**config.mk**
```make
export PLATFORM = sky130hd
export DESIGN_NAME = seq_div
export DESIGN_NICKNAME = d
export VERILOG_FILES = /design/src/rtl/seq_div_pkg.sv /design/src/rtl/seq_div_step.sv /design/src/rtl/seq_div.sv
export SDC_FILE = /design/constraint.sdc
export NUM_CORES = 1
export LEC_CHECK = 0
export BUFFER_PORTS_ARGS = -buffer_cell sky130_fd_sc_hd__buf_2
export CAP_MARGIN = 0
export CORE_MARGIN = 2
export CORE_UTILIZATION = 60
export DETAILED_ROUTE_END_ITERATION = 8
export MAX_ROUTING_LAYER = met4
export PLACE_DENSITY_LB_ADDON = 0.08
export SLEW_MARGIN = 10
export SYNTH_ARGS = -nofsm -noshare
export SYNTH_HDL_FRONTEND = slang
export SYNTH_HIERARCHICAL = 1
export SYNTH_SLANG_ARGS = --single-unit
```
**constraint.sdc**
```tcl
create_clock -name clk -period 4.4 [get_ports clk]
set_clock_uncertainty 0.05 [all_clocks]
set_input_delay 0.22 -clock clk [delete_from_list [all_inputs] [get_ports clk]]
set_output_delay 0.22 -clock clk [all_outputs]
set_load 0.03 [all_outputs]
```
**src/rtl/seq_div_pkg.sv**
```systemverilog
// Shared definitions for the sequential divider: flag bit positions and FSM states.
package seq_div_pkg;

    localparam int unsigned FLAG_N = 3;
    localparam int unsigned FLAG_Z = 2;
    localparam int unsigned FLAG_C = 1;
    localparam int unsigned FLAG_V = 0;

    typedef enum logic [1:0] {
        ST_IDLE = 2'd0,
        ST_CALC = 2'd1,
        ST_FIX  = 2'd2
    } state_t;

endpackage

```
**src/rtl/seq_div_step.sv**
```systemverilog
// One radix-2 restoring division iteration: shift in a dividend bit, trial-subtract the divisor.
module seq_div_step #(
    parameter int unsigned WIDTH = 32
) (
    input  logic [WIDTH-1:0] rem_i,
    input  logic             dvd_bit_i,
    input  logic [WIDTH:0]   divisor_i,
    output logic [WIDTH-1:0] rem_o,
    output logic             q_bit_o
);

    logic [WIDTH:0]   shifted;
    logic [WIDTH+1:0] diff;

    // rem_i < divisor always holds, so a non-negative difference also has diff[WIDTH] clear.
    always_comb begin
        shifted = {rem_i, dvd_bit_i};
        diff    = {1'b0, shifted} - {1'b0, divisor_i};
        q_bit_o = (diff[WIDTH+1:WIDTH] == 2'b00);
        rem_o   = q_bit_o ? diff[WIDTH-1:0] : shifted[WIDTH-1:0];
    end

endmodule

```
**src/rtl/seq_div.sv**
```systemverilog
// Iterative signed/unsigned divider, one quotient bit per clock, with {N,Z,C,V} flags.
module seq_div
    import seq_div_pkg::*;
#(
    parameter int unsigned WIDTH = 32,
    parameter int unsigned CNT_W = 6
) (
    input  logic             clk,
    input  logic             rst_n,
    input  logic             start,
    input  logic             S,
    input  logic [WIDTH-1:0] In1,
    input  logic [WIDTH-1:0] In2,
    input  logic [3:0]       Flag,
    output logic             busy,
    output logic             done,
    output logic [WIDTH-1:0] Result,
    output logic [WIDTH-1:0] Rem,
    output logic [3:0]       New_Flag
);

    localparam logic [WIDTH-1:0] MIN_NEG = {1'b1, {(WIDTH-1){1'b0}}};

    state_t           state_q, state_d;
    logic [CNT_W-1:0] count_q, count_d;
    logic [WIDTH-1:0] dvd_q, dvd_d;
    logic [WIDTH-1:0] prem_q, prem_d;
    logic [WIDTH:0]   dvs_q, dvs_d;
    logic [WIDTH-1:0] in1_q, in1_d;
    logic [3:0]       flag_in_q, flag_in_d;
    logic             neg_a_q, neg_a_d;
    logic             neg_b_q, neg_b_d;
    logic             dz_q, dz_d;
    logic             ovf_q, ovf_d;
    logic             busy_q, busy_d;
    logic             done_q, done_d;
    logic [WIDTH-1:0] result_q, result_d;
    logic [WIDTH-1:0] rem_q, rem_d;
    logic [3:0]       new_flag_q, new_flag_d;

    logic [WIDTH-1:0] step_rem;
    logic             step_q;
    logic [WIDTH-1:0] in1_mag, in2_mag;
    logic [WIDTH-1:0] quo_signed, rem_signed;

    seq_div_step #(
        .WIDTH(WIDTH)
    ) u_step (
        .rem_i    (prem_q),
        .dvd_bit_i(dvd_q[WIDTH-1]),
        .divisor_i(dvs_q),
        .rem_o    (step_rem),
        .q_bit_o  (step_q)
    );

    always_comb begin
        state_d    = state_q;
        count_d    = count_q;
        dvd_d      = dvd_q;
        prem_d     = prem_q;
        dvs_d      = dvs_q;
        in1_d      = in1_q;
        flag_in_d  = flag_in_q;
        neg_a_d    = neg_a_q;
        neg_b_d    = neg_b_q;
        dz_d       = dz_q;
        ovf_d      = ovf_q;
        busy_d     = busy_q;
        done_d     = 1'b0;
        result_d   = result_q;
        rem_d      = rem_q;
        new_flag_d = new_flag_q;

        in1_mag    = (S && In1[WIDTH-1]) ? -In1 : In1;
        in2_mag    = (S && In2[WIDTH-1]) ? -In2 : In2;
        quo_signed = (neg_a_q ^ neg_b_q) ? -dvd_q : dvd_q;
        rem_signed = neg_a_q ? -prem_q : prem_q;

        unique case (state_q)
            ST_IDLE: begin
                if (start) begin
                    dvd_d     = in1_mag;
                    dvs_d     = {1'b0, in2_mag};
                    prem_d    = '0;
                    in1_d     = In1;
                    flag_in_d = Flag;
                    neg_a_d   = S & In1[WIDTH-1];
                    neg_b_d   = S & In2[WIDTH-1];
                    dz_d      = (In2 == '0);
                    ovf_d     = S && (In1 == MIN_NEG) && (In2 == '1);
                    count_d   = '0;
                    busy_d    = 1'b1;
                    state_d   = ST_CALC;
                end
            end
            // The dividend register shifts left; quotient bits fill in from the LSB.
            ST_CALC: begin
                prem_d  = step_rem;
                dvd_d   = {dvd_q[WIDTH-2:0], step_q};
                count_d = count_q + 1'b1;
                if (count_q == CNT_W'(WIDTH - 1)) begin
                    state_d = ST_FIX;
                end
            end
            ST_FIX: begin
                if (dz_q) begin
                    result_d   = '1;
                    rem_d      = in1_q;
                    new_flag_d = flag_in_q | (4'b0001 << FLAG_V);
                end else if (ovf_q) begin
                    result_d   = MIN_NEG;
                    rem_d      = '0;
                    new_flag_d = '0;
                    new_flag_d[FLAG_N] = 1'b1;
                    new_flag_d[FLAG_V] = 1'b1;
                end else begin
                    result_d   = quo_signed;
                    rem_d      = rem_signed;
                    new_flag_d[FLAG_N] = quo_signed[WIDTH-1];
                    new_flag_d[FLAG_Z] = (quo_signed == '0);
                    new_flag_d[FLAG_C] = (rem_signed != '0);
                    new_flag_d[FLAG_V] = 1'b0;
                end
                count_d = '0;
                busy_d  = 1'b0;
                done_d  = 1'b1;
                state_d = ST_IDLE;
            end
            default: state_d = ST_IDLE;
        endcase
    end

    always_ff @(posedge clk or negedge rst_n) begin
        if (!rst_n) begin
            state_q    <= ST_IDLE;
            count_q    <= '0;
            dvd_q      <= '0;
            prem_q     <= '0;
            dvs_q      <= '0;
            in1_q      <= '0;
            flag_in_q  <= '0;
            neg_a_q    <= 1'b0;
            neg_b_q    <= 1'b0;
            dz_q       <= 1'b0;
            ovf_q      <= 1'b0;
            busy_q     <= 1'b0;
            done_q     <= 1'b0;
            result_q   <= '0;
            rem_q      <= '0;
            new_flag_q <= '0;
        end else begin
            state_q    <= state_d;
            count_q    <= count_d;
            dvd_q      <= dvd_d;
            prem_q     <= prem_d;
            dvs_q      <= dvs_d;
            in1_q      <= in1_d;
            flag_in_q  <= flag_in_d;
            neg_a_q    <= neg_a_d;
            neg_b_q    <= neg_b_d;
            dz_q       <= dz_d;
            ovf_q      <= ovf_d;
            busy_q     <= busy_d;
            done_q     <= done_d;
            result_q   <= result_d;
            rem_q      <= rem_d;
            new_flag_q <= new_flag_d;
        end
    end

    assign busy     = busy_q;
    assign done     = done_q;
    assign Result   = result_q;
    assign Rem      = rem_q;
    assign New_Flag = new_flag_q;

endmodule

```
==> impl_metrics.ini <==
[outcome]
status = finished clean

[critical_path]
critPathKind = flop to flop
cp-end-kind = flop
crit_path_top_delay_cell = dfrtp_1
crit_fanout = 31
required_ns = 4.77
crit_chain = inv_1, ha_1, inv_1, fa_1, a21o_1, a311oi_2, o2bb2ai_2, o211ai_2, a21oi_2, mux2i_1, o211a_4, inv_4, mux2_2, a22o_1
crit_top_cell = inv_1
cpLargestDelayFamily = compound AO/OA/AOI/OAI gates
cp_num_buf_inv = 3
cpPeakStageDelay_ns = 0.40
critPathLaunchType = flop
cp.arrival_ns = 4.23

[clock_tree]
tritoncts = done
cts_resized = 0
clkTransAtPathRegs_ns = 0.06
clkLatencyLatePin_ns = 0.55
clock_path_buffers = 3
cts.sinks = 213
cts.htree.levels = 1
cts_root_buf = clkbuf_16
cts_buffers = 25

[power]
power.total_w = 0.0123
peakVddDrop_v = 0.000437
p_leak_nw = 7.15
p_per_area_mw_per_mm2 = 750

[routing]
wl_um = 43100
final_antenna_net_count = 0
dr_total_vias = 13304
viasPerCell = 6.25
firstDrtPassIters = 5
wl_per_cell_um = 20.2
drcViolationCount = 0
drt_iter0_drc = 1020

[global_route]
grt_start_max_net_pins = 113
grt_pass1_vias = 12785
antenna_found_initial = 0
overflow = 0
grt_usage = 0.357
grt_pass1_wl_um = 68000

[placement]
io_buffers = 140
gp_congestion = 0.951
dpl.hpwl_um = 31000
postPlaceCellArea_sq_mm = 0.0151

[job]
maxCapViolations = 0

[logic_synthesis]
synth-seq-cells = 213
synth.distinct_cells = 84
ys_seq_area_frac = 0.374
synth_area_sq_mm = 0.0142
synth_most_common_cell = nand2_1
synthFlopType = dfrtp_1
yosysTopAreaCellShare = 0.374
ys_warn_count = 6
avgSynthCellArea_sq_um = 8.53
syn_inst = 1670
synth_common_cells = 234 x nand2_1, 213 x dfrtp_1, 154 x o21ai_0, 144 x nor2_1, 102 x clkbuf_1
yosys-top-cells-area = dfrtp_1 37%, nand2_1 6.2%, xnor2_1 5.9%
synth_largest_area_cell = dfrtp_1
synth_edf_count = 0
async_reset_ff_frac = 1.00
synth_nets = 1783

[sta]
period_share = 0.878
tightest_slew_ns = 1.12
rsz0062_at_grt = no
final-setup-viol-count = 0
max_freq_mhz = 259
slew_violations = 0
whs_ns = 0.00430
max_slew_margin = 0.255
period_minus_slack_ns = 3.86
finalHoldViolCount = 0
setup_tns_ns = 0

[layout]
regArea_sq_mm = 0.00533
syn2layout_area_growth_pct = 15.0
drive_above_1_share = 0.148
stdcell_area_sq_mm = 0.0164
postLayoutCoreUtil = 0.700
multi_input_area_sq_mm = 0.00825
fillers = 2029
nets = 1906
diodes = 0

[die]
initial_core_util = 0.609
rows = 56
die_w_um = 158
design.core.area_sq_mm = 0.0234
pin_count = 142
die_h_um = 158
dieArea_sq_mm = 0.0250

[hold_path]
min_path_type = input port to flop
## layout make-up
type                       count  area share
inverter                      60      0.0139
multi-input combinational   1285       0.504
clock buffer                  34      0.0427
sequential                   213       0.325
timing repair buffer         208      0.0820
clock inverter                11     0.00802
tap                          319      0.0244
## sequential cells by signal (all words and copies together), names as in the netlist
| name | cells |
|---|---|
| New_Flag | 4 |
| Rem | 32 |
| Result | 32 |
| busy | 1 |
| count_q | 6 |
| done | 1 |
| dvd_q | 32 |
| dvs_q | 32 |
| dz_q | 1 |
| flag_in_q | 3 |
| in1_q | 32 |
| neg_a_q | 1 |
| neg_b_q | 1 |
| ovf_q | 1 |
| prem_q | 32 |
| state_q | 2 |
## power breakdown
part | switching (W) | total [W] | leakage (nW) | internal (W)
logic | 0.00371 | 0.00666 | 4.14 | 0.00295
clock network | 0.000867 | 0.00211 | 0.401 | 0.00124
registers | 0.000887 | 0.00352 | 2.60 | 0.00263
total | 0.00546 | 0.0123 | 7.15 | 0.00682
## metrics by stage
step	setup slack, ns	cells
floorplan	1.13	1670
global placement	0.590	2036
detailed placement	0.549	2036
CTS	0.516	2130
global route	0.338	2130
finish	0.538	2130
## repair_timing
item / in CTS / in global routing
buffers inserted: 0 / 0
hold buffers: 49 / 0
setup endpoints to repair: 0 / 0
endpoints found under the hold margin: 152 / 0
## layout by cell type (no fill, tap or decap), drive strengths merged, types with 34 or more instances in the layout
cell,n
dfrtp,213
dlygate4sd3,49
nor2,144
xnor2,96
xor2,46
nor3,34
nand2,234
ha,40
buf,158
o21ai,157
inv,61
clkbuf,35
a21oi,83
## metal layers
layer | vias up | track usage | part of all wire
li1 | 6226 | - | -
met1 | 6414 | 0.452 | 0.41
met2 | 550 | 0.577 | 0.47
met3 | 114 | 0.0583 | 0.076
met4 | 0 | 0.137 | 0.042
met5 | - | - | 0
## worst paths after layout
check	from	to	slack, ns	cells past startpoint
min in group asynchronous	rst_n	Rem[26]$_DFFE_PN0P_	0.26	2
worst max register to register	dvd_q[31]$_DFFE_PN0P_	prem_q[31]$_DFFE_PN0P_	0.54	14
worst max-delay path	dvd_q[31]$_DFFE_PN0P_	prem_q[31]$_DFFE_PN0P_	0.54	14
max in group asynchronous	rst_n	dvs_q[25]$_DFFE_PN0P_	2.83	3
worst min-delay path	In2[10]	dvs_q[10]$_DFFE_PN0P_	0.004	3
worst min register to register	Result[17]$_DFFE_PN0P_	Result[17]$_DFFE_PN0P_	0.42	2
## worst reg2reg max path, stage by stage, from the launching register on
cell	delay, ns
dfrtp_1	0.40
inv_1	0.09
ha_1	0.18
inv_1	0.06
fa_1	0.40
a21o_1	0.21
a311oi_2	0.38
o2bb2ai_2	0.17
o211ai_2	0.27
a21oi_2	0.10
mux2i_1	0.16
o211a_4	0.27
inv_4	0.40
mux2_2	0.40
a22o_1	0.19
## cells by family (layout without fill, tap and decap cells)
group,Yosys count,after routing,synth area share
xor gates and xnor gates,142,142,0.0873
and+or+nand+nor,583,583,0.198
AOI/OAI and AO/OA,483,483,0.220
other,1,1,0.000263
muxes,35,35,0.0349
DFF,213,213,0.374
adders and majority gates,41,41,0.0365
buffers and inverters,172,313,0.0491
(Power assumes the default switching activity.)
